==> src/rtl/rv32i_inst_encoder_pkg.sv <==
// RV32I field types, immediate range checks and
// the field encode/decode pair used by the encoder.
package rv32i_inst_encoder_pkg;

  typedef enum logic [6:0] {
    OPC_LUI    = 7'h37,
    OPC_AUIPC  = 7'h17,
    OPC_JAL    = 7'h6F,
    OPC_JALR   = 7'h67,
    OPC_BRANCH = 7'h63,
    OPC_LOAD   = 7'h03,
    OPC_STORE  = 7'h23,
    OPC_OPIMM  = 7'h13,
    OPC_OP     = 7'h33,
    OPC_SYSTEM = 7'h73
  } rv32i_opcode_t;

  typedef struct packed {
    logic [6:0]  opcode;
    logic [4:0]  rd;
    logic [4:0]  rs1;
    logic [4:0]  rs2;
    logic [2:0]  funct3;
    logic [6:0]  funct7;
    logic [31:0] imm;
  } rv32_fields_t;

  localparam int FieldsW = $bits(rv32_fields_t);

  function automatic logic all_same21(
    input logic [20:0] v
  );
    return (&v) || !(|v);
  endfunction

  function automatic logic fits_simm12(
    input logic [20:0] hi
  );
    return all_same21(hi);
  endfunction

  function automatic logic fits_b(
    input logic [19:0] hi,
    input logic        lsb
  );
    return !lsb && ((&hi) || !(|hi));
  endfunction

  function automatic logic fits_j(
    input logic [11:0] hi,
    input logic        lsb
  );
    return !lsb && ((&hi) || !(|hi));
  endfunction

  function automatic logic fits_u(
    input logic [11:0] lo
  );
    return !(|lo);
  endfunction

  function automatic logic fits_shamt(
    input logic [26:0] hi
  );
    return !(|hi);
  endfunction

  function automatic logic is_shift(
    input logic [2:0] f3
  );
    return (f3 == 3'd1) || (f3 == 3'd5);
  endfunction

  function automatic logic [31:0]
    rv32_encode_fields(input rv32_fields_t f);
    logic [31:0] w;
    w = '0;
    case (f.opcode)
      OPC_OP:
        w = {f.funct7, f.rs2, f.rs1,
             f.funct3, f.rd, f.opcode};
      OPC_OPIMM:
        if (is_shift(f.funct3))
          w = {f.funct7, f.imm[4:0], f.rs1,
               f.funct3, f.rd, f.opcode};
        else
          w = {f.imm[11:0], f.rs1,
               f.funct3, f.rd, f.opcode};
      OPC_LOAD, OPC_JALR, OPC_SYSTEM:
        w = {f.imm[11:0], f.rs1,
             f.funct3, f.rd, f.opcode};
      OPC_STORE:
        w = {f.imm[11:5], f.rs2, f.rs1,
             f.funct3, f.imm[4:0], f.opcode};
      OPC_BRANCH:
        w = {f.imm[12], f.imm[10:5], f.rs2,
             f.rs1, f.funct3, f.imm[4:1],
             f.imm[11], f.opcode};
      OPC_LUI, OPC_AUIPC:
        w = {f.imm[31:12], f.rd, f.opcode};
      OPC_JAL:
        w = {f.imm[20], f.imm[10:1], f.imm[11],
             f.imm[19:12], f.rd, f.opcode};
      default:
        w = '0;
    endcase
    return w;
  endfunction

  // Fields a format does not carry decode as zero.
  function automatic rv32_fields_t
    rv32_get_fields(input logic [31:0] w);
    rv32_fields_t f;
    f = '0;
    f.opcode = w[6:0];
    case (w[6:0])
      OPC_OP: begin
        f.rd = w[11:7];
        f.rs1 = w[19:15];
        f.rs2 = w[24:20];
        f.funct3 = w[14:12];
        f.funct7 = w[31:25];
      end
      OPC_OPIMM, OPC_LOAD,
      OPC_JALR, OPC_SYSTEM: begin
        f.rd = w[11:7];
        f.rs1 = w[19:15];
        f.funct3 = w[14:12];
        if (w[6:0] == OPC_OPIMM &&
            is_shift(w[14:12])) begin
          f.funct7 = w[31:25];
          f.imm = {27'b0, w[24:20]};
        end else begin
          f.imm = {{20{w[31]}}, w[31:20]};
        end
      end
      OPC_STORE: begin
        f.rs1 = w[19:15];
        f.rs2 = w[24:20];
        f.funct3 = w[14:12];
        f.imm = {{20{w[31]}}, w[31:25],
                 w[11:7]};
      end
      OPC_BRANCH: begin
        f.rs1 = w[19:15];
        f.rs2 = w[24:20];
        f.funct3 = w[14:12];
        f.imm = {{19{w[31]}}, w[31], w[7],
                 w[30:25], w[11:8], 1'b0};
      end
      OPC_LUI, OPC_AUIPC: begin
        f.rd = w[11:7];
        f.imm = {w[31:12], 12'b0};
      end
      OPC_JAL: begin
        f.rd = w[11:7];
        f.imm = {{11{w[31]}}, w[31],
                 w[19:12], w[20],
                 w[30:21], 1'b0};
      end
      default: f = '0;
    endcase
    return f;
  endfunction

endpackage

==> src/rtl/rv32i_inst_encoder_if.sv <==
// Stream bundle between a field producer and the
// encoder: field input, encoded output, counters.
interface rv32i_inst_encoder_if;
  logic        in_valid;
  logic        in_ready;
  logic [6:0]  in_opcode;
  logic [4:0]  in_rd;
  logic [4:0]  in_rs1;
  logic [4:0]  in_rs2;
  logic [2:0]  in_funct3;
  logic [6:0]  in_funct7;
  logic [31:0] in_imm;
  logic        out_valid;
  logic        out_ready;
  logic [31:0] out_inst;
  logic        out_error;
  logic [31:0] inst_count;
  logic [31:0] error_count;

  modport master (
    output in_valid, in_opcode, in_rd, in_rs1,
           in_rs2, in_funct3, in_funct7, in_imm,
           out_ready,
    input  in_ready, out_valid, out_inst,
           out_error, inst_count, error_count
  );

  modport slave (
    input  in_valid, in_opcode, in_rd, in_rs1,
           in_rs2, in_funct3, in_funct7, in_imm,
           out_ready,
    output in_ready, out_valid, out_inst,
           out_error, inst_count, error_count
  );
endinterface

==> src/rtl/rv32i_inst_encoder_stream_stage.sv <==
// One valid+payload pipeline register with
// load-when-empty-or-draining ready logic.
module rv32_stream_stage #(
  parameter int W = 1
) (
  input  logic         i_clk,
  input  logic         i_rst_n,
  input  logic         i_valid,
  output logic         o_ready,
  input  logic [W-1:0] i_data,
  output logic         o_valid,
  output logic [W-1:0] o_data,
  input  logic         i_ready
);
  logic         r_valid;
  logic [W-1:0] r_data;
  logic         w_load;

  assign w_load  = !r_valid || i_ready;
  assign o_ready = w_load;
  assign o_valid = r_valid;
  assign o_data  = r_data;

  always_ff @(posedge i_clk) begin
    if (!i_rst_n) begin
      r_valid <= 1'b0;
      r_data  <= '0;
    end else if (w_load) begin
      r_valid <= i_valid;
      if (i_valid)
        r_data <= i_data;
    end
  end
endmodule

==> src/rtl/rv32i_inst_encoder.sv <==
// Two-stage RV32I encoder: S1 range-checks the
// immediate, S2 packs the instruction word.
module rv32i_inst_encoder
  import rv32i_inst_encoder_pkg::*;
(
  input logic                 clk,
  input logic                 rst,
  rv32i_inst_encoder_if.slave bus
);
  localparam int S1W = FieldsW + 1;

  rv32_fields_t   w_in_f;
  logic           w_in_err;
  logic [S1W-1:0] w_s1_d;
  logic [S1W-1:0] w_s1_q;
  logic           w_s1_v;
  logic           w_s1_rdy;
  rv32_fields_t   w_s1_f;
  logic [32:0]    w_s2_d;
  logic [32:0]    w_s2_q;
  logic           w_s2_v;
  logic           w_s2_rdy;
  logic           w_fire;
  logic [31:0]    r_inst_cnt;
  logic [31:0]    r_err_cnt;

  always_comb begin
    w_in_f.opcode = bus.in_opcode;
    w_in_f.rd     = bus.in_rd;
    w_in_f.rs1    = bus.in_rs1;
    w_in_f.rs2    = bus.in_rs2;
    w_in_f.funct3 = bus.in_funct3;
    w_in_f.funct7 = bus.in_funct7;
    w_in_f.imm    = bus.in_imm;
  end

  always_comb begin
    w_in_err = 1'b1;
    case (bus.in_opcode)
      OPC_OP:
        w_in_err = 1'b0;
      OPC_OPIMM:
        if (is_shift(bus.in_funct3))
          w_in_err =
            !fits_shamt(bus.in_imm[31:5]);
        else
          w_in_err =
            !fits_simm12(bus.in_imm[31:11]);
      OPC_LOAD, OPC_JALR,
      OPC_SYSTEM, OPC_STORE:
        w_in_err =
          !fits_simm12(bus.in_imm[31:11]);
      OPC_BRANCH:
        w_in_err = !fits_b(bus.in_imm[31:12],
                           bus.in_imm[0]);
      OPC_JAL:
        w_in_err = !fits_j(bus.in_imm[31:20],
                           bus.in_imm[0]);
      OPC_LUI, OPC_AUIPC:
        w_in_err = !fits_u(bus.in_imm[11:0]);
      default:
        w_in_err = 1'b1;
    endcase
  end

  assign w_s1_d = {w_in_f, w_in_err};
  assign w_s1_f = w_s1_q[S1W-1:1];
  assign w_s2_d = {rv32_encode_fields(w_s1_f),
                   w_s1_q[0]};

  rv32_stream_stage #(.W(S1W)) u_s1 (
    .i_clk   (clk),
    .i_rst_n (rst),
    .i_valid (bus.in_valid),
    .o_ready (w_s1_rdy),
    .i_data  (w_s1_d),
    .o_valid (w_s1_v),
    .o_data  (w_s1_q),
    .i_ready (w_s2_rdy)
  );

  rv32_stream_stage #(.W(33)) u_s2 (
    .i_clk   (clk),
    .i_rst_n (rst),
    .i_valid (w_s1_v),
    .o_ready (w_s2_rdy),
    .i_data  (w_s2_d),
    .o_valid (w_s2_v),
    .o_data  (w_s2_q),
    .i_ready (bus.out_ready)
  );

  // Hold off producers for the whole reset cycle.
  assign bus.in_ready  = rst && w_s1_rdy;
  assign bus.out_valid = w_s2_v;
  assign bus.out_inst  = w_s2_q[32:1];
  assign bus.out_error = w_s2_q[0];
  assign w_fire        = w_s2_v && bus.out_ready;

  always_ff @(posedge clk) begin
    if (!rst) begin
      r_inst_cnt <= '0;
      r_err_cnt  <= '0;
    end else if (w_fire) begin
      r_inst_cnt <= r_inst_cnt + 32'd1;
      if (w_s2_q[0])
        r_err_cnt <= r_err_cnt + 32'd1;
    end
  end

  assign bus.inst_count  = r_inst_cnt;
  assign bus.error_count = r_err_cnt;
endmodule

==> src/flat_wrapper.sv <==
// flat-port wrapper written by rule: the top's interface ports become plain ports
module rv32i_inst_encoder_flat import rv32i_inst_encoder_pkg::*;
  (clk, rst, bus_in_valid, bus_in_opcode, bus_in_rd, bus_in_rs1, bus_in_rs2, bus_in_funct3, bus_in_funct7, bus_in_imm, bus_out_ready, bus_in_ready, bus_out_valid, bus_out_inst, bus_out_error, bus_inst_count, bus_error_count);
  rv32i_inst_encoder_if bus_i ();
  input logic clk;
  input logic rst;
  input wire logic [$bits(bus_i.in_valid)-1:0] bus_in_valid;
  input wire logic [$bits(bus_i.in_opcode)-1:0] bus_in_opcode;
  input wire logic [$bits(bus_i.in_rd)-1:0] bus_in_rd;
  input wire logic [$bits(bus_i.in_rs1)-1:0] bus_in_rs1;
  input wire logic [$bits(bus_i.in_rs2)-1:0] bus_in_rs2;
  input wire logic [$bits(bus_i.in_funct3)-1:0] bus_in_funct3;
  input wire logic [$bits(bus_i.in_funct7)-1:0] bus_in_funct7;
  input wire logic [$bits(bus_i.in_imm)-1:0] bus_in_imm;
  input wire logic [$bits(bus_i.out_ready)-1:0] bus_out_ready;
  output wire logic [$bits(bus_i.in_ready)-1:0] bus_in_ready;
  output wire logic [$bits(bus_i.out_valid)-1:0] bus_out_valid;
  output wire logic [$bits(bus_i.out_inst)-1:0] bus_out_inst;
  output wire logic [$bits(bus_i.out_error)-1:0] bus_out_error;
  output wire logic [$bits(bus_i.inst_count)-1:0] bus_inst_count;
  output wire logic [$bits(bus_i.error_count)-1:0] bus_error_count;
  assign bus_i.in_valid = bus_in_valid;
  assign bus_i.in_opcode = bus_in_opcode;
  assign bus_i.in_rd = bus_in_rd;
  assign bus_i.in_rs1 = bus_in_rs1;
  assign bus_i.in_rs2 = bus_in_rs2;
  assign bus_i.in_funct3 = bus_in_funct3;
  assign bus_i.in_funct7 = bus_in_funct7;
  assign bus_i.in_imm = bus_in_imm;
  assign bus_i.out_ready = bus_out_ready;
  assign bus_in_ready = bus_i.in_ready;
  assign bus_out_valid = bus_i.out_valid;
  assign bus_out_inst = bus_i.out_inst;
  assign bus_out_error = bus_i.out_error;
  assign bus_inst_count = bus_i.inst_count;
  assign bus_error_count = bus_i.error_count;
  rv32i_inst_encoder u_core (.clk(clk), .rst(rst), .bus(bus_i));
endmodule
==> config.mk <==
export PLATFORM = sky130hd
export DESIGN_NAME = rv32i_inst_encoder_flat
export DESIGN_NICKNAME = d
export VERILOG_FILES = /design/src/rtl/rv32i_inst_encoder_pkg.sv /design/src/rtl/rv32i_inst_encoder_if.sv /design/src/rtl/rv32i_inst_encoder_stream_stage.sv /design/src/rtl/rv32i_inst_encoder.sv /design/src/flat_wrapper.sv
export SDC_FILE = /design/constraint.sdc
export NUM_CORES = 1
export LEC_CHECK = 0
export CORE_MARGIN = 2
export CORE_UTILIZATION = 30
export CTS_CLUSTER_DIAMETER = 30
export DETAILED_ROUTE_END_ITERATION = 7
export GPL_ROUTABILITY_DRIVEN = 0
export GPL_TIMING_DRIVEN = 0
export PLACE_DENSITY = 0.52
export SYNTH_ARGS = -nofsm -noshare
export SYNTH_HDL_FRONTEND = slang
export SYNTH_SLANG_ARGS = --single-unit
==> constraint.sdc <==
create_clock -name clk -period 2.2 [get_ports clk]
set_input_delay 0.44 -clock clk [delete_from_list [all_inputs] [get_ports clk]]
set_output_delay 0.44 -clock clk [all_outputs]
set_load 0.02 [all_outputs]
==> results by group <==
Floorplanning
  – Die height: 161 um
  – Die area: 26000 um2
  – Die X: 161 um
  – Initial core utilization: 0.305
  – FP Rows: 57
  – Core area: 24300 um2
  – I/O Pins: 167

Routing
  – Drt drc: 0
  – Vias per cell: 4.84
  – Vias: 6767
  – DRT iter0 DRCs: 363
  – Routed WL per cell: 16.3 um
  – Routed wire length: 22.8 mm
  – Post-route ant nets: 0
  – DR pass1 iterations: 6

CTS
  – # H-tree levels: 4
  – Clk buf depth: 2
  – Worst-path clk slew: 60 ps
  – CTS Buf Count: 17
  – Clock sink total: 164
  – Clock Latency Late Sink: 430 ps
  – CTS tree: built
  – Root Driver: clkbuf_16

Worst setup path
  – Critical path endpoint: bus_in_ready
  – RR Endpoint: u_core.u_s2.o_data[3]$_SDFFE_PN0P_
  – CP Class: in -> out
  – Worst setup SP type: input port
  – Worst path top cell family by delay: buffers and inverters
  – Buf/Inv on CP: 2
  – Worst path required time: 1760 ps
  – RR Startpoint: u_core.u_s1.o_data[60]$_SDFFE_PN0P_
  – Max incr delay on CP: 490 ps
  – FF-to-FF setup slack: 170 ps
  – Crit end category: primary output
  – Cell chain of the critical path: clkdlybuf4s50_1 > nor2b_2 > nand2_1 > and2_1 > clkdlybuf4s15_2
  – WP data arrival: 1670 ps
  – CP Launch Point: bus_out_ready
  – Slowest cell on the critical path: clkdlybuf4s50_1
  – Worst-path maximum fanout: 4
  – CP Depth: 5
  – FF-to-FF path depth: 9

Worst hold path
  – Worst Hold Depth: 3
  – HP Class: in -> reg
  – Min-delay src: bus_in_opcode[2]

Pwr
  – Max VDD drop: 0.000468 V
  – Pwr Total: 6.67 mW
  – Leakage power: 3.72 nW
  – Power density over the cells: 656 nW/um2

Synth
  – Largest cells by area after synthesis: dfxtp_1, nand2_1, a21boi_0, and2_1, xnor2_1
  – Async S/R FF share, synth: 0
  – Syn nets: 946
  – Ys flop type: dfxtp_1
  – Mapped cell area: 7430 um2
  – Post-synthesis sequential element count: 164
  – Avg Inst Size Synth: 8.48 um2
  – Yosys cell types: 59
  – Leading area contributor after synthesis: dfxtp_1
  – Top cell type's share of synthesized area: 0.442
  – Cell count after synthesis: 876
  – Yosys Warn Count: 0
  – Post-synthesis sequential area ratio: 0.442
  – Post-synth EDFFs: 0

Layout
  – Fraction of layout cells with a size suffix above 1: 0.0698
  – Nets: 1132
  – Fin cells: 1398
  – Layout area overhead: 36.9%
  – Final core occ: 0.418
  – Antenna Cells: 0
  – Fillers: 2473

Timing
  – Final setup viols: 0
  – RSZ-0062 raised after global routing: yes
  – Fin. Hold Viols: 0
  – Tmin final: 2110 ps
  – Total Neg Setup Slack: 0 ps
  – Final Cycle Share: 0.958
  – Rel. slew slack: 0.449
  – Final setup margin: 91.6 ps
  – Maximum achievable frequency: 474 MHz
  – Final Max Slew Viols: 0
  – Worst Skew: 12.4 ps
  – Worst-margin pin slew: 824 ps

GRT
  – Antenna violations before repair: 0
  – Global-route wire length before repair: 35.6 mm
  – GRT overflow: 0
  – Tot GR Track Use: 0.175
  – Vias in the first global route: 6461
  – Largest net degree at the start of global routing: 20

Place
  – Post-Place Worst Slack: -1310 ps
  – DP HPWL: 17.6 mm
  – PortBufs: 165
  – Placed insts: 1365

Run status
  – Status: complete, no violations

Flow run
  – Max Cap Violations: 0
[area by class of cell]
cell class	instances	area (um2)	area share
buffer	50	241	0.0237
clock buffer	20	447	0.0439
clock inverter	11	153	0.0150
inverter	13	48.8	0.00480
multi-input combinational	648	3920	0.385
sequential	164	3280	0.323
tap	324	405	0.0399
timing repair buffer	168	1670	0.165
[what timing repair did]
item / CTS / global route
pin swaps: 1 / 2
endpoints found under the hold margin: 0 / 0
setup endpoints to repair: 85 / 68
hold buffers: 0 / 0
resized for setup: 23 / 14
buffers inserted: 1 / 2
[per-layer routing]
layer / global-route usage / part of all wire / vias to the layer above
li1: - / - / 3400
met1: 0.234 / 0.48 / 3144
met2: 0.285 / 0.45 / 195
met3: 0.0357 / 0.046 / 28
met4: 0.0576 / 0.021 / 0
met5: 0 / 0 / -
[worst min path at each step]
stage                                           to
4_1_cts        u_core.u_s1.o_data[60]$_SDFFE_PN0P_
5_1_grt        u_core.u_s1.o_data[60]$_SDFFE_PN0P_
6_report       u_core.u_s1.o_data[60]$_SDFFE_PN0P_
3_3_place_gp   u_core.u_s2.o_data[30]$_SDFFE_PN0P_
2_1_floorplan   u_core.u_s2.o_data[0]$_SDFFE_PN0P_
3_5_place_dp   u_core.u_s2.o_data[30]$_SDFFE_PN0P_
[Yosys cell counts (all sizes together), types with 2 or more instances]
| library cell | count |
|---|---|
| a2111oi | 2 |
| a211oi | 4 |
| a21boi | 78 |
| a21o | 2 |
| a21oi | 11 |
| a221o | 5 |
| a222oi | 9 |
| a22o | 9 |
| a22oi | 12 |
| a31oi | 3 |
| and2 | 62 |
| and3 | 17 |
| and4 | 6 |
| buf | 13 |
| clkbuf | 38 |
| dfxtp | 164 |
| ha | 2 |
| inv | 13 |
| mux2i | 3 |
| nand2 | 189 |
| nand2b | 6 |
| nand3 | 22 |
| nand4 | 24 |
| nor2 | 27 |
| nor2b | 19 |
| nor3 | 19 |
| nor4 | 7 |
| o21a | 3 |
| o21ai | 27 |
| o22ai | 2 |
| or3 | 11 |
| xnor2 | 32 |
| xor2 | 21 |
[logic make-up after synthesis]
family / share of synthesized area
AO/OA/AOI/OAI: 0.175
adder cells (fa/ha/maj): 0.00337
multiplexers: 0.00404
XOR/XNOR: 0.0625
AND/OR/NAND/NOR: 0.279
flip-flops: 0.442
buffers and inverters: 0.0340
[cell usage in the layout, fill, tap and decap left out, drive strengths merged, types with 4 or more instances in the layout]
| cell | instances |
|---|---|
| or3 | 11 |
| a22o | 9 |
| nand4 | 24 |
| a21boi | 78 |
| clkbuf | 59 |
| clkdlybuf4s50 | 163 |
| nor4 | 7 |
| buf | 14 |
| and4 | 6 |
| nand2b | 6 |
| a211oi | 4 |
| a221o | 5 |
| nor2 | 27 |
| dfxtp | 164 |
| o21ai | 27 |
| nand3 | 22 |
| xor2 | 21 |
| a21oi | 11 |
| nand2 | 189 |
| nor3 | 19 |
| inv | 15 |
| a222oi | 9 |
| and3 | 17 |
| a22oi | 12 |
| nor2b | 19 |
| xnor2 | 32 |
| and2 | 62 |
[worst min-delay path: stages]
cell and delay [ps]:
clkbuf_1 170, nand2_1 90, a21boi_0 70
[stage by stage]
stage / area [um2] / hold slack [ps]
floorplan: 7430 / 438
global placement: 9490 / 436
detailed placement: 9490 / 448
CTS: 10100 / 380
global route: 10200 / 462
finish: 10200 / 396
[sequential cells by signal, indices dropped and copies added, names as in the netlist]
| signal | count |
|---|---|
| u_core.u_s2.o_data | 33 |
| u_core.bus.error_count | 32 |
| u_core.u_s1.o_data | 65 |
| u_core.u_s2.o_valid | 1 |
| u_core.bus.inst_count | 32 |
| u_core.u_s1.o_valid | 1 |
[power by group]
| part | total [mW] | leakage (nW) | internal, mW | switching, mW |
|---|---|---|---|---|
| clock | 3.06 | 0.283 | 1.82 | 1.24 |
| sequential | 3.10 | 1.33 | 3.04 | 0.0544 |
| combinational | 0.513 | 2.10 | 0.231 | 0.282 |
| total | 6.67 | 3.72 | 5.09 | 1.58 |
No activity file was read; power rests on OpenSTA's default activity.
